==> src/rtl/seq_addsub.sv <==
// Multi-cycle adder/subtractor: adds CHUNK bits per clock, LSB chunk first,
// and publishes result plus ALU flags only when the whole word is complete.
module seq_addsub #(
    parameter int WIDTH = 8,
    parameter int CHUNK = 4
) (
    input  logic             clk,
    input  logic             rst,
    input  logic             start,
    input  logic             op,
    input  logic [WIDTH-1:0] a,
    input  logic [WIDTH-1:0] b,
    output logic             busy,
    output logic             done,
    output logic [WIDTH-1:0] result,
    output logic             carry,
    output logic             overflow,
    output logic             zero,
    output logic             negative
);
    localparam int NCH = WIDTH / CHUNK;
    localparam int KW  = (NCH > 1) ? $clog2(NCH) : 1;

    typedef enum logic [1:0] {IDLE, RUN, DONE} state_t;

    state_t           r_state;
    state_t           w_next;
    logic [WIDTH-1:0] r_a;
    logic [WIDTH-1:0] r_b;
    logic [WIDTH-1:0] r_shadow;
    logic [WIDTH-1:0] r_result;
    logic [KW-1:0]    r_k;
    logic             r_c;
    logic             r_carry;
    logic             r_overflow;
    logic             r_zero;
    logic             r_negative;

    logic [CHUNK:0]   w_sum;
    logic [WIDTH-1:0] w_sum_ext;
    logic [WIDTH-1:0] w_shadow_next;
    logic             w_last;
    logic             w_accept;
    logic             w_ovf;

    // Operands shift right each RUN edge so the active chunk is always the
    // low CHUNK bits; sum chunks enter the shadow from the top.
    always_comb begin
        w_sum         = {1'b0, r_a[CHUNK-1:0]} + {1'b0, r_b[CHUNK-1:0]}
                        + {{CHUNK{1'b0}}, r_c};
        w_sum_ext     = WIDTH'(w_sum[CHUNK-1:0]) << (WIDTH - CHUNK);
        w_shadow_next = (r_shadow >> CHUNK) | w_sum_ext;
        // carry into MSB recovered as sum_msb ^ a_msb ^ b_msb
        w_ovf         = w_shadow_next[WIDTH-1] ^ r_a[CHUNK-1] ^ r_b[CHUNK-1]
                        ^ w_sum[CHUNK];
        w_last        = (r_k == KW'(NCH - 1));
        w_accept      = start && (r_state != RUN);
    end

    always_comb begin
        w_next = r_state;
        case (r_state)
            IDLE:    if (start) w_next = RUN;
            RUN:     if (w_last) w_next = DONE;
            DONE:    w_next = start ? RUN : IDLE;
            default: w_next = IDLE;
        endcase
    end

    always_ff @(posedge clk or posedge rst) begin
        if (rst) r_state <= IDLE;
        else     r_state <= w_next;
    end

    always_ff @(posedge clk or posedge rst) begin
        if (rst) begin
            r_a        <= '0;
            r_b        <= '0;
            r_shadow   <= '0;
            r_k        <= '0;
            r_c        <= 1'b0;
            r_result   <= '0;
            r_carry    <= 1'b0;
            r_overflow <= 1'b0;
            r_zero     <= 1'b0;
            r_negative <= 1'b0;
        end else if (w_accept) begin
            r_a <= a;
            r_b <= op ? ~b : b;
            r_k <= '0;
            r_c <= op;
        end else if (r_state == RUN) begin
            r_a      <= r_a >> CHUNK;
            r_b      <= r_b >> CHUNK;
            r_c      <= w_sum[CHUNK];
            r_shadow <= w_shadow_next;
            r_k      <= r_k + KW'(1);
            if (w_last) begin
                r_result   <= w_shadow_next;
                r_carry    <= w_sum[CHUNK];
                r_overflow <= w_ovf;
                r_zero     <= (w_shadow_next == '0);
                r_negative <= w_shadow_next[WIDTH-1];
            end
        end
    end

    assign busy     = (r_state == RUN);
    assign done     = (r_state == DONE);
    assign result   = r_result;
    assign carry    = r_carry;
    assign overflow = r_overflow;
    assign zero     = r_zero;
    assign negative = r_negative;
endmodule

==> config.mk <==
export PLATFORM = sky130hd
export DESIGN_NAME = seq_addsub
export DESIGN_NICKNAME = d
export VERILOG_FILES = /design/src/rtl/seq_addsub.sv
export SDC_FILE = /design/constraint.sdc
export NUM_CORES = 1
export LEC_CHECK = 0
export CAP_MARGIN = 20
export CORE_MARGIN = 10
export CORE_UTILIZATION = 40
export CTS_CLUSTER_SIZE = 40
export DETAILED_ROUTE_END_ITERATION = 12
export GPL_TIMING_DRIVEN = 0
export SYNTH_ARGS = -nofsm -noshare
export SYNTH_HDL_FRONTEND = slang
export SYNTH_SLANG_ARGS = --single-unit
==> constraint.sdc <==
create_clock -name clk -period 3.3 [get_ports clk]
set_input_delay 0.66 -clock clk [delete_from_list [all_inputs] [get_ports clk]]
set_output_delay 0.66 -clock clk [all_outputs]
set_load 0.005 [all_outputs]
==> Yosys cells after proc, flatten, opt, wreduce, memory -nomap -nowiden <==
Cells that the tools add are included.
{ "classes": {"add_sub_neg": 3, "eq_ne": 5, "mux": 13, "bitwise": 6, "reduce_logical": 7} }
{ "op_table": {"columns": ["cell", "n"], "rows": [
  ["two-way mux 8 bit", 5],
  ["zero test 8 bit", 1],
  ["NOT 8 bit", 1],
  ["bitwise OR 4 x 8 -> 8 bit", 1],
  ["one-hot mux 2 bit (3 select lines)", 1],
  ["adder 4 x 4 -> 5 bit", 1],
  ["adder 5 x 1 -> 5 bit", 1],
  ["two-way mux 1 bit", 5],
  ["two-way mux 2 bit", 2],
  ["inequality test 2 x 1 -> 1 bit, second input constant", 2],
  ["AND reduction 2 bit", 2],
  ["AND reduction 3 bit", 1],
  ["XOR 1 bit", 3],
  ["equality test 2 x 1 -> 1 bit, second input constant", 1],
  ["equality test 2 bit, second input constant", 1],
  ["zero test 2 bit", 1],
  ["inequality test 2 bit, second input constant", 1],
  ["nonzero test 2 bit", 1],
  ["adder 1 bit, second input constant", 1],
  ["logical AND 1 bit", 1],
  ["NOT 1 bit", 1]
]} }
{ "totals": {"reg_bits": 40, "output_inout_bits": 14, "word_cells": 45} }

==> Logic depth before layout (Yosys ltp) <==
{ "depth": {"depth_word": 6, "ltp_mapped": 7, "ltp_nobuf": 6} }

==> Least setup slack after synthesis <==
No wires, ideal clock.
{ "synth_path": {"path_kind": "register to register", "from": "register r_a[0]", "to": "register r_overflow, in the netlist overflow", "arrival_ps": 2021, "setup_slack_ps": 1156, "path_stages_with_launch": 7, "path_buffers": 0, "period_less_slack_ps": 2144, "cell_sequence": "dfrtp_1 > fa_1 > fa_1 > a21o_1 > a211oi_1 > o211a_1 > o31ai_2"} }
{ "synth_between": {"elab_chain_cells": 6} }
{ "synth_lines": {"columns": ["element", "line", "source"], "rows": [
  ["start: declaration", "28", "logic [WIDTH-1:0] r_a;"],
  ["start signal: assignment", "93", "r_a <= r_a >> CHUNK;"],
  ["adder 4 x 4 -> 5 bit *", "49", "w_sum = {1'b0, r_a[CHUNK-1:0]} + {1'b0, r_b[CHUNK-1:0]}"],
  ["adder 5 x 1 -> 5 bit *", "50", "+ {{CHUNK{1'b0}}, r_c};"],
  ["bitwise OR 4 x 8 -> 8 bit", "52", "w_shadow_next = (r_shadow >> CHUNK) | w_sum_ext;"],
  ["XOR 1 bit (2 in a row)", "54", "w_ovf = w_shadow_next[WIDTH-1] ^ r_a[CHUNK-1] ^ r_b[CHUNK-1]"],
  ["XOR 1 bit *", "55", "^ w_sum[CHUNK];"],
  ["end signal: assignment", "101", "r_overflow <= w_ovf;"],
  ["end: declaration", "35", "logic r_overflow;"]
]} }
Every way passes the cells marked *; elsewhere a longest branch is shown, timed or not.
A chain may end at the register's enable or synchronous reset.

==> Worst setup path in the final report <==
{ "layout_path": {"from": "register r_state[1]", "to": "output busy"} }
{ "layout_between": {"elab_chain_cells": 1} }
{ "layout_lines": {"columns": ["element", "line", "source"], "rows": [
  ["start: declaration", "26", "state_t r_state;"],
  ["start signal: assignment", "72", "else r_state <= w_next;"],
  ["equality test 2 x 1 -> 1 bit", "108", "assign busy = (r_state == RUN);"],
  ["end: declaration", "13", "output logic busy,"]
]} }
No other way between the ends.

==> impl_metrics.ini <==
[place]
gp_congestion = 0.739
dp_hpwl_um = 2770
dp_slack_ns = 0.911
port_buffers = 31
placedCellCount = 239
dpl_cell_area_sq_um = 2120

[grt]
antenna_found_initial = 0
grt_max_degree = 19
grtUsageTotal_pct = 10.7
grt_pass1_vias = 1338
grt_pass1_wl_um = 6340
grt.overflow.total = 0

[outcome]
status = completed

[timing]
timing.fmax_ghz = 0.368
finalCritPeriodShare_pct = 82.3
finalHoldViolations = 0
setup_violations = 0
timing.setup.tns_ns = 0
fin_worst_skew_ns = 0.00280
slew_violations = 0
period_needed_ns = 2.72
fin_ws_ns = 0.585
tightest_slew_ns = 0.392
holdWs_ns = 0.488
grt_setup_unrepaired = no
slew_headroom_pct = 73.6

[setup_path]
crit_fanout = 10
worstSetupPathType = flop to output port
crit_path_start_kind = flop
cp.arrival_ns = 2.06
cp-end-kind = output port
worst_ep_required_time_ns = 2.64

[job]
maxCapViolCount = 0

[power_and_ir_drop]
power_density_nw_per_um2 = 932
irDropWorstVdd_uv = 342
p_leak_nw = 1.01

[synthesis]
synth_nets = 181
yosysSeqAreaShare_pct = 51.7
synth_cells = 156
syn_area_sq_um = 1690
syn_area_per_cell_sq_um = 10.9
synth_top_area_share_pct = 51.7
yosysTopAreaCell = dfrtp_1
ys_seq_elements = 35
synth.distinct_cells = 33
synth_warnings = 0
synthTopCellsByArea = dfrtp_1 (52%), xnor2_1 (5.2%), mux2i_1 (4.7%)

[clock_network]
clkLatencyLatePin_ns = 0.29
cts_buffers = 5
clock_sinks = 35
cts_tree = yes
h-tree-depth = 2
cts.path.max_buffers = 2
holdBufCountCts = 0
postCtsResizedCells = 0
cts_root_buf = clkbuf_8
clk_pin_slew_worst_paths_ns = 0.07
cts_setup_buffers = 0

[worst_hold_path]
hold_path.class = flop to flop

[detailed_routing]
firstDrtPassIters = 3
drt-total-wl_um = 3520
dr_total_vias = 1213
via_per_inst = 4.91
drc = 0
postRouteAntennaNets = 0
drt-initial-drc-count = 73
avgRoutedWirePerCell_um = 14.3

[final_layout]
fin_area_sq_um = 2220
final_common_cell = dfrtp_1
num_antenna_cells = 0
stdcell_count = 247
syn2layout_area_growth_pct = 31.2
final_cell_mix = dfrtp_1 (35), clkdlybuf4s50_1 (31), nand2_1 (20)
drive_gt1_share_pct = 15.2
nNetsFinal = 221

[floorplanning]
coreArea_sq_um = 4060
start_util_pct = 41.8
die_y_um = 85.1
dieArea_sq_um = 7240
dieWidth_um = 85.1
rows = 23
io-pin-count = 34
cells in the mapped netlist, drive strengths merged:
cell	instances
a211oi	7
inv	3
nor4	1
nor2b	2
or3	1
nand2b	1
o22ai	1
or4	1
buf	9
nor2	12
a21oi	7
xnor2	10
o211a	1
o21a	1
nand3	3
a22o	1
o21ai	14
clkinv	1
ha	3
nand2	21
a21boi	1
fa	2
and3	1
o31ai	1
mux2	6
mux2i	8
a21o	2
dfrtp	35
metrics by stage:
stage               util (%)  power, mW
finish                  54.8       2.07
global route            54.8       2.27
detailed placement      52.3       1.76
global placement        50.9       1.72
floorplan                  -       1.39
CTS                     54.8       2.10
where the power goes:
part / internal [mW] / total [mW] / switching [mW]
registers: 0.627 / 0.760 / 0.132
logic: 0.510 / 0.971 / 0.461
clock network: 0.190 / 0.340 / 0.150
worst paths after layout:
path / start / end / slack (ns) / cells after the start
max: r_state[1] / busy / 0.58 / 6
min: result[6] / result[6] / 0.49 / 1
max reg2reg: r_a[0] / overflow / 1.02 / 6
min reg2reg: result[6] / result[6] / 0.49 / 1
max in group asynchronous: rst / carry / 2.35 / 3
min in group asynchronous: rst / r_b[5] / 0.83 / 3
kinds of logic after synthesis:
group	share of synthesized area, %
compound gates	13.6
mux	8.71
flops	51.7
buf+inv	4.36
fa+ha+maj	4.58
xor+xnor	5.17
simple gates	11.9
worst max-delay path, stage by stage, from the launching register on:
cell and delay, ns:
dfrtp_1 0.37, nand2b_1 0.14, buf_4 0.17, inv_4 0.08
buf_2 0.19, buf_2 0.27, clkdlybuf4s50_1 0.55
registers in the layout (all words and copies together), names as in the netlist:
name	flops
overflow	1
zero	1
r_shadow	4
r_c	1
result	8
r_k	1
r_a	8
r_b	8
r_state	2
carry	1
layer usage:
layer	vias up	global-route usage (%)	wire length, um
li1	613	-	-
met1	563	11.4	1540
met2	32	17.9	1680
met3	5	4.78	253
met4	0	4.49	49
met5	-	0	0
area by class of cell:
type / instances / area [sq um]
Multi-Input combinational cell: 108 / 744
Fill cell: 362 / 1840
Clock buffer: 8 / 100
Buffer: 9 / 56.3
Sequential cell: 35 / 876
Inverter: 4 / 17.5
Tap cell: 50 / 62.6
Timing Repair Buffer: 33 / 365
Note: power is estimated with default switching activity, not from simulation.
